`src/rtl/video_path_pkg.sv`:
```
`default_nettype none
// ============================================================================
// Module  : video_path_pkg
// Brief   : Mode count, FSM states and the index-to-address map shared with the mux.
// Revision: 1.0
// ============================================================================
package video_path_pkg;

    localparam int         NUM_MODES = 13;
    localparam logic [3:0] MODE_MAX  = 4'd12;

    typedef enum logic [0:0] {
        IDLE    = 1'b0,
        PENDING = 1'b1
    } path_state_t;

    // Codes 9 and 10 are swapped relative to the index on purpose.
    function automatic logic [3:0] mode_to_adres(input logic [3:0] idx);
        logic [3:0] w_adres;
        case (idx)
            4'd9:    w_adres = 4'b1010;
            4'd10:   w_adres = 4'b1001;
            4'd11:   w_adres = 4'b1011;
            4'd12:   w_adres = 4'b1111;
            default: w_adres = (idx <= 4'd8) ? idx : 4'b0000;
        endcase
        return w_adres;
    endfunction

endpackage
`default_nettype wire

```
`src/rtl/video_path_select_if.sv`:
```
`default_nettype none
// ============================================================================
// Module  : video_path_select_if
// Brief   : Button, sync and path-select signals between the controller and its peers.
// Revision: 1.0
// ============================================================================
interface video_path_select_if;

    logic       btn_next;
    logic       btn_prev;
    logic       v_sync_in;
    logic [3:0] adres_out;
    logic [3:0] mode_idx;
    logic       pending;
    logic       commit_pulse;

    modport master (
        input  btn_next, btn_prev, v_sync_in,
        output adres_out, mode_idx, pending, commit_pulse
    );

    modport slave (
        output btn_next, btn_prev, v_sync_in,
        input  adres_out, mode_idx, pending, commit_pulse
    );

endinterface
`default_nettype wire

```
`src/rtl/button_debounce.sv`:
```
`default_nettype none
// ============================================================================
// Module  : button_debounce
// Brief   : Accepts a new level after DEBOUNCE_CYCLES stable samples; flags presses.
// Revision: 1.0
// ============================================================================
module button_debounce #(
    parameter int DEBOUNCE_CYCLES = 742500
) (
    input  wire  clk,
    input  wire  rst_n,
    input  wire  raw,
    output logic level,
    output logic press
);

    localparam int                 c_CNT_W    = (DEBOUNCE_CYCLES > 1) ? $clog2(DEBOUNCE_CYCLES) : 1;
    localparam logic [c_CNT_W-1:0] c_CNT_LAST = c_CNT_W'(DEBOUNCE_CYCLES - 1);

    logic               r_level;
    logic [c_CNT_W-1:0] r_cnt;
    logic               w_differs;
    logic               w_flip;

    assign w_differs = (raw != r_level);
    assign w_flip    = w_differs && (r_cnt == c_CNT_LAST);

    // Counter restarts on any sample that agrees with the accepted level.
    always_ff @(posedge clk or negedge rst_n) begin
        if (!rst_n) begin
            r_level <= 1'b0;
            r_cnt   <= '0;
        end else if (w_flip) begin
            r_level <= raw;
            r_cnt   <= '0;
        end else if (w_differs) begin
            r_cnt   <= r_cnt + 1'b1;
        end else begin
            r_cnt   <= '0;
        end
    end

    assign level = r_level;
    assign press = w_flip && raw;

endmodule
`default_nettype wire

```
`src/rtl/video_path_select.sv`:
```
`default_nettype none
// ============================================================================
// Module  : video_path_select
// Brief   : Button-driven mode selection, committed to the mux only at frame edges.
// Revision: 1.0
// ============================================================================
module video_path_select
    import video_path_pkg::*;
#(
    parameter int DEBOUNCE_CYCLES   = 742500,
    parameter int TIMEOUT_CYCLES    = 2000000,
    parameter bit VSYNC_ACTIVE_HIGH = 1'b1
) (
    input wire                   clk,
    input wire                   rst_n,
    video_path_select_if.master  bus
);

    localparam int              c_TO_W    = (TIMEOUT_CYCLES > 1) ? $clog2(TIMEOUT_CYCLES) : 1;
    localparam logic [c_TO_W-1:0] c_TO_LAST = c_TO_W'(TIMEOUT_CYCLES - 1);

    logic [1:0]        r_next_sync;
    logic [1:0]        r_prev_sync;
    logic              w_next_level;
    logic              w_prev_level;
    logic              w_next_press;
    logic              w_prev_press;
    logic              w_next_evt;
    logic              w_prev_evt;
    logic              r_vsync_q;
    logic              w_frame_edge;
    logic [3:0]        r_target;
    logic [3:0]        r_committed;
    logic [3:0]        r_adres;
    logic              r_commit_pulse;
    logic [c_TO_W-1:0] r_to_cnt;
    path_state_t       r_state;
    path_state_t       w_state_nxt;
    logic              w_commit;

    always_ff @(posedge clk or negedge rst_n) begin
        if (!rst_n) begin
            r_next_sync <= 2'b00;
            r_prev_sync <= 2'b00;
            r_vsync_q   <= 1'b0;
        end else begin
            r_next_sync <= {r_next_sync[0], bus.btn_next};
            r_prev_sync <= {r_prev_sync[0], bus.btn_prev};
            r_vsync_q   <= bus.v_sync_in;
        end
    end

    button_debounce #(.DEBOUNCE_CYCLES(DEBOUNCE_CYCLES)) u_deb_next (
        .clk   (clk),
        .rst_n (rst_n),
        .raw   (r_next_sync[1]),
        .level (w_next_level),
        .press (w_next_press)
    );

    button_debounce #(.DEBOUNCE_CYCLES(DEBOUNCE_CYCLES)) u_deb_prev (
        .clk   (clk),
        .rst_n (rst_n),
        .raw   (r_prev_sync[1]),
        .level (w_prev_level),
        .press (w_prev_press)
    );

    assign w_next_evt   = w_next_press && !w_next_level;
    assign w_prev_evt   = w_prev_press && !w_prev_level;
    assign w_frame_edge = VSYNC_ACTIVE_HIGH ? (bus.v_sync_in && !r_vsync_q)
                                            : (!bus.v_sync_in && r_vsync_q);

    // Simultaneous next and prev cancel each other out.
    always_ff @(posedge clk or negedge rst_n) begin
        if (!rst_n) begin
            r_target <= 4'd0;
        end else if (w_next_evt && !w_prev_evt) begin
            r_target <= (r_target == MODE_MAX) ? 4'd0 : r_target + 4'd1;
        end else if (w_prev_evt && !w_next_evt) begin
            r_target <= (r_target == 4'd0) ? MODE_MAX : r_target - 4'd1;
        end
    end

    always_comb begin
        w_state_nxt = r_state;
        w_commit    = 1'b0;
        case (r_state)
            IDLE: begin
                if (r_target != r_committed) w_state_nxt = PENDING;
            end
            PENDING: begin
                if (r_target == r_committed) begin
                    w_state_nxt = IDLE;
                end else if (w_frame_edge || (r_to_cnt == c_TO_LAST)) begin
                    w_commit    = 1'b1;
                    w_state_nxt = IDLE;
                end
            end
            default: w_state_nxt = IDLE;
        endcase
    end

    always_ff @(posedge clk or negedge rst_n) begin
        if (!rst_n) begin
            r_state        <= IDLE;
            r_to_cnt       <= '0;
            r_committed    <= 4'd0;
            r_adres        <= 4'b0000;
            r_commit_pulse <= 1'b0;
        end else begin
            r_state        <= w_state_nxt;
            r_commit_pulse <= w_commit;
            if (r_state == PENDING && w_state_nxt == PENDING) begin
                if (r_to_cnt != c_TO_LAST) r_to_cnt <= r_to_cnt + 1'b1;
            end else begin
                r_to_cnt <= '0;
            end
            if (w_commit) begin
                r_committed <= r_target;
                r_adres     <= mode_to_adres(r_target);
            end
        end
    end

    assign bus.adres_out    = r_adres;
    assign bus.mode_idx     = r_committed;
    assign bus.pending      = (r_state == PENDING);
    assign bus.commit_pulse = r_commit_pulse;

endmodule
`default_nettype wire

```
`src/flat_wrapper.sv`:
```
// flat-port wrapper written by rule: the top's interface ports become plain ports
module video_path_select_flat import video_path_pkg::*;
#(
    parameter int DEBOUNCE_CYCLES   = 742500,
    parameter int TIMEOUT_CYCLES    = 2000000,
    parameter bit VSYNC_ACTIVE_HIGH = 1'b1
)
  (clk, rst_n, bus_btn_next, bus_btn_prev, bus_v_sync_in, bus_adres_out, bus_mode_idx, bus_pending, bus_commit_pulse);
  video_path_select_if bus_i ();
  input wire clk;
  input wire rst_n;
  input wire logic [$bits(bus_i.btn_next)-1:0] bus_btn_next;
  input wire logic [$bits(bus_i.btn_prev)-1:0] bus_btn_prev;
  input wire logic [$bits(bus_i.v_sync_in)-1:0] bus_v_sync_in;
  output wire logic [$bits(bus_i.adres_out)-1:0] bus_adres_out;
  output wire logic [$bits(bus_i.mode_idx)-1:0] bus_mode_idx;
  output wire logic [$bits(bus_i.pending)-1:0] bus_pending;
  output wire logic [$bits(bus_i.commit_pulse)-1:0] bus_commit_pulse;
  assign bus_i.btn_next = bus_btn_next;
  assign bus_i.btn_prev = bus_btn_prev;
  assign bus_i.v_sync_in = bus_v_sync_in;
  assign bus_adres_out = bus_i.adres_out;
  assign bus_mode_idx = bus_i.mode_idx;
  assign bus_pending = bus_i.pending;
  assign bus_commit_pulse = bus_i.commit_pulse;
  video_path_select #(.DEBOUNCE_CYCLES(DEBOUNCE_CYCLES), .TIMEOUT_CYCLES(TIMEOUT_CYCLES), .VSYNC_ACTIVE_HIGH(VSYNC_ACTIVE_HIGH)) u_core (.clk(clk), .rst_n(rst_n), .bus(bus_i));
endmodule
```
`config.mk`:
```
export PLATFORM = sky130hd
export DESIGN_NAME = video_path_select_flat
export DESIGN_NICKNAME = d
export VERILOG_FILES = /design/src/rtl/video_path_pkg.sv /design/src/rtl/video_path_select_if.sv /design/src/rtl/button_debounce.sv /design/src/rtl/video_path_select.sv /design/src/flat_wrapper.sv
export SDC_FILE = /design/constraint.sdc
export NUM_CORES = 1
export LEC_CHECK = 0
export CAP_MARGIN = 20
export CELL_PAD_IN_SITES_DETAIL_PLACEMENT = 2
export CELL_PAD_IN_SITES_GLOBAL_PLACEMENT = 2
export CORE_MARGIN = 3
export CORE_UTILIZATION = 40
export DETAILED_ROUTE_END_ITERATION = 10
export GPL_ROUTABILITY_DRIVEN = 0
export HOLD_SLACK_MARGIN = 0.03
export PLACE_DENSITY = 0.92
export REMOVE_ABC_BUFFERS = 1
export SLEW_MARGIN = 20
export SYNTH_ARGS = -nofsm -noshare
export SYNTH_HDL_FRONTEND = slang
export SYNTH_HIERARCHICAL = 1
export SYNTH_SLANG_ARGS = --single-unit
```
`constraint.sdc`:
```
create_clock -name clk -period 3.2 [get_ports clk]
set_clock_uncertainty 0.2 [all_clocks]
set_input_delay 0.96 -clock clk [delete_from_list [all_inputs] [get_ports clk]]
set_output_delay 0.96 -clock clk [all_outputs]
set_load 0.005 [all_outputs]
```
==> results by group <==
Global routing
  – Met3 usage: around 4.7%
  – Tot GR Track Use: 23.9%
  – Vias in the first global route: 3812
  – GRT Max-Usage Layer: met2
  – M2 GR Usage: a little over two fifths
  – Global-route wire length before repair: roughly 21 mm
  – Grt ovf: 0
  – Initial antenna violation count: 0
  – GRT met1 Usage: between 20% and 30%
  – Largest net degree at the start of global routing: 43

Cells and area
  – Share of cells above drive strength 1: 12.8%
  – Final non-filler cell total: 571
  – Layout Area Growth over Synthesis: 14.6%
  – Design area: 0.00475 mm²
  – Total Nets Final: 446
  – Antenna cells: 0

Synth
  – Cell taking the most area after synthesis: dfrtp_1
  – Post-synth cell types: 44
  – Post-synthesis register bit count: 82
  – Syn avg cell area: roughly 10 µm²
  – Post-Syn Area: 0.00414 mm²
  – Synth Warn #: 6
  – FFs w/ async S/R, synth: 100%
  – EDFF count, synth: 0
  – Cell count after synthesis: about 420
  – Ranking of synthesized cells by area: dfrtp_1, xor2_1, nor2_1
  – Ys flop type: dfrtp_1
  – Top-area cell type share of the netlist area: between 40% and 50%
  – Register area share after synthesis: 49.5%

Critical path
  – CP max stage delay: around 0.42 ns
  – CP Capture Type: flip-flop
  – Most used cell, CP: o21ai_0
  – CP Data Required Time: approximately 3.3 ns
  – CP cell instances: ha_2, nor3b_2, nand4_1, nor4_4, and2_1, nor2b_1, ha_4, nand3_1, o21a_1, a21oi_1, o21ai_0, o21ai_0
  – End of the worst register-to-register path: u_core/r_target[3]$_DFFE_PN0P_
  – RR Startpoint: u_core/u_deb_next/r_cnt[0]$_DFF_PN0_
  – CP Launch Point: u_core/u_deb_next/r_cnt[0]$_DFF_PN0_
  – Setup CP Type: flip-flop to flip-flop
  – Crit path max fanout: 12
  – Critical path launch point type: flip-flop
  – Crit path capture: u_core/r_target[3]$_DFFE_PN0P_
  – R2R depth: 12
  – Crit-path slowest cell: dfrtp_1
  – Reg2reg setup slack: -0.21 ns
  – Worst endpoint data arrival time: 3.49 ns

Timing
  – Max Clock Freq: 293 MHz
  – Pins Over Slew Limit: 0
  – Setup TNS: -0.211 ns
  – Setup-failing EPs final: 1
  – Slew @ Worst Pin: 0.567 ns
  – Worst rel slew slack: 62.2%
  – Final period util: 107%
  – RSZ-0062 raised after global routing: yes
  – Hold Violations, Final: 0
  – Hold Slack: 0.173 ns
  – Tmin final: 3.41 ns
  – Worst setup margin: -0.211 ns

Placement
  – Post-DP Area: 0.00443 mm²
  – Placed insts: 553
  – PortBufs: 14
  – Hpwl dp: 8.33 mm
  – Worst slack, placed: -0.224 ns

Clocking
  – Clock Tree Root: clkbuf_8
  – TritonCTS clock tree: done
  – Clock sinks: 82
  – Clock transition at path regs: 0.10 ns
  – Number of buffers created by CTS: 9
  – H-tree Lvls: 3
  – Skew-Pair Late Insertion Delay: about 0.38 ns
  – Maximum root-to-sink buffer count: 2

Worst hold path
  – Worst Hold Class: flip-flop to flip-flop
  – Min-Delay Path Depth: 0

Floorplanning
  – Count of standard-cell rows: 36
  – Initial Utilization: between 40% and 50%
  – Die area: 0.0116 mm²
  – IO Pins: 15
  – Die Y: 108 µm
  – Floorplan core area: 0.00991 mm²
  – Horiz. Die Dim: approximately 110 µm

Power and ir drop
  – Peak supply drop: 282 µV
  – Pwr dens: around 420 mW/mm²
  – Leak pwr: 1.94 nW

Routing
  – Vias/cell: 5.91
  – Number of remaining DRC errors: 0
  – Via count: 3377
  – DR WL/cell: ~25 µm
  – DRT antenna net count: 0
  – Number of DRC markers in iteration 0: 188
  – Total Wirelength: roughly 15 mm
  – Total iterations of the first detailed-routing run: 4

Outcome
  – Failing checks: setup timing
  – Run status: finished with violations

Flow run
  – Max-Cap Viols: 0
power by group:
part,total (mW),switching (mW),internal [mW]
Combinational,0.0656,0.0456,0.0200
Clock,0.854,0.447,0.407
Sequential,1.06,0.0121,1.04
Total,1.98,0.504,1.47
metrics by stage:
stage	util (%)	power, mW
floorplan	-	1.09
global placement	44.7	1.13
CTS	47.3	1.96
finish	47.9	1.98
global route	47.9	2.05
detailed placement	44.7	1.14
area by class of cell:
cell class / instances / area, µm²
well taps: 133 / 166
inverters: 17 / 63.8
clock inverters: 5 / 62.6
clock buffers: 11 / 151
fillers: 1035 / 5160
flip-flops and latches: 82 / 2050
multi-input cells: 302 / 2050
repair buffers: 21 / 203
registers in the layout, indices dropped and copies added (netlist names):
name / flops
u_core/bus.adres_out: 4
u_core/bus.commit_pulse: 1
u_core/bus.mode_idx: 4
u_core/bus.pending: 1
u_core/r_next_sync: 2
u_core/r_prev_sync: 2
u_core/r_target: 4
u_core/r_to_cnt: 21
u_core/r_vsync_q: 1
u_core/u_deb_next/level: 1
u_core/u_deb_next/r_cnt: 20
u_core/u_deb_prev/level: 1
u_core/u_deb_prev/r_cnt: 20
cells by family after synthesis:
family,after synthesis,synth area share [%]
muxes,11,2.96
and+or+nand+nor,184,23.9
adders and majority gates,8,2.42
buffers and inverters,35,3.47
AOI/OAI and AO/OA,50,7.40
xor gates and xnor gates,49,10.4
DFF,82,49.5
cells in the final DEF, fill, tap and decap left out, types with 3 or more instances in the layout:
master           instances
clkbuf_8                11
ha_1                     6
nor2_1                  55
o41ai_2                  3
and2_1                   3
o21ai_0                 15
o31ai_1                  6
nor4b_1                  3
nor4_1                   4
and3_1                   4
nand2_1                 27
buf_4                    7
xnor2_1                 21
or3_1                   11
dfrtp_1                 82
mux2_2                   9
nor3_1                   6
or2_2                    3
xor2_1                  28
inv_1                   17
nand4_1                 15
clkdlybuf4s50_1         13
a21oi_1                 17
or4_1                    6
nand3_1                 21
nand2b_1                 3
and4_1                   7
cells in the mapped netlist (3+ instances only):
master    instances
and3_1            4
o41ai_1           3
inv_1            17
or2_2             3
or4_1             6
mux2_2            9
o31ai_1           6
nor2_1           55
xnor2_1          21
dfrtp_1          82
o21ai_0          15
nand4_1          15
nor4b_1           6
nor4_1            6
and4_1            7
or3_1            11
a21oi_1          17
and2_1            3
ha_1              8
nand3_1          21
nand2b_1          3
nand2_1          27
nor3_1            6
clkbuf_1         10
buf_2             7
xor2_1           28
worst min path at each step:
stage / start / endpoint / slack (ns)
after floorplan: u_core/r_next_sync[0]$_DFF_PN0_ / u_core/r_next_sync[1]$_DFF_PN0_ / 0.13
after global placement: u_core/r_next_sync[0]$_DFF_PN0_ / u_core/r_next_sync[1]$_DFF_PN0_ / 0.13
after detailed placement: u_core/r_next_sync[0]$_DFF_PN0_ / u_core/r_next_sync[1]$_DFF_PN0_ / 0.14
after CTS: u_core/r_next_sync[0]$_DFF_PN0_ / u_core/r_next_sync[1]$_DFF_PN0_ / 0.18
after global routing: u_core/r_next_sync[0]$_DFF_PN0_ / u_core/r_next_sync[1]$_DFF_PN0_ / 0.18
final: u_core/r_next_sync[0]$_DFF_PN0_ / u_core/r_next_sync[1]$_DFF_PN0_ / 0.17
routing by layer:
metal / vias to the layer above / share of wire [%]
met1: 1785 / 41
met4: 0 / 4.2
met2: 68 / 52
li1: 1487 / -
met5: - / 0
met3: 37 / 2.2
worst max-delay path, delay by kind of cell, from the launching register on:
| family | cells | cell delay [ns] |
|---|---|---|
| simple gates | 6 | 1.35 |
| fa+ha+maj | 2 | 0.51 |
| compound gates | 4 | 0.83 |
| flops | 1 | 0.42 |
repair_timing:
| action | 4_1_cts | 5_1_grt |
|---|---|---|
| hold buffers | 0 | 0 |
| setup endpoints to repair | 3 | 3 |
| pin swaps | 2 | 0 |
| buffers inserted | 0 | 2 |
| resized for setup | 7 | 6 |
(Power assumes the default switching activity.)
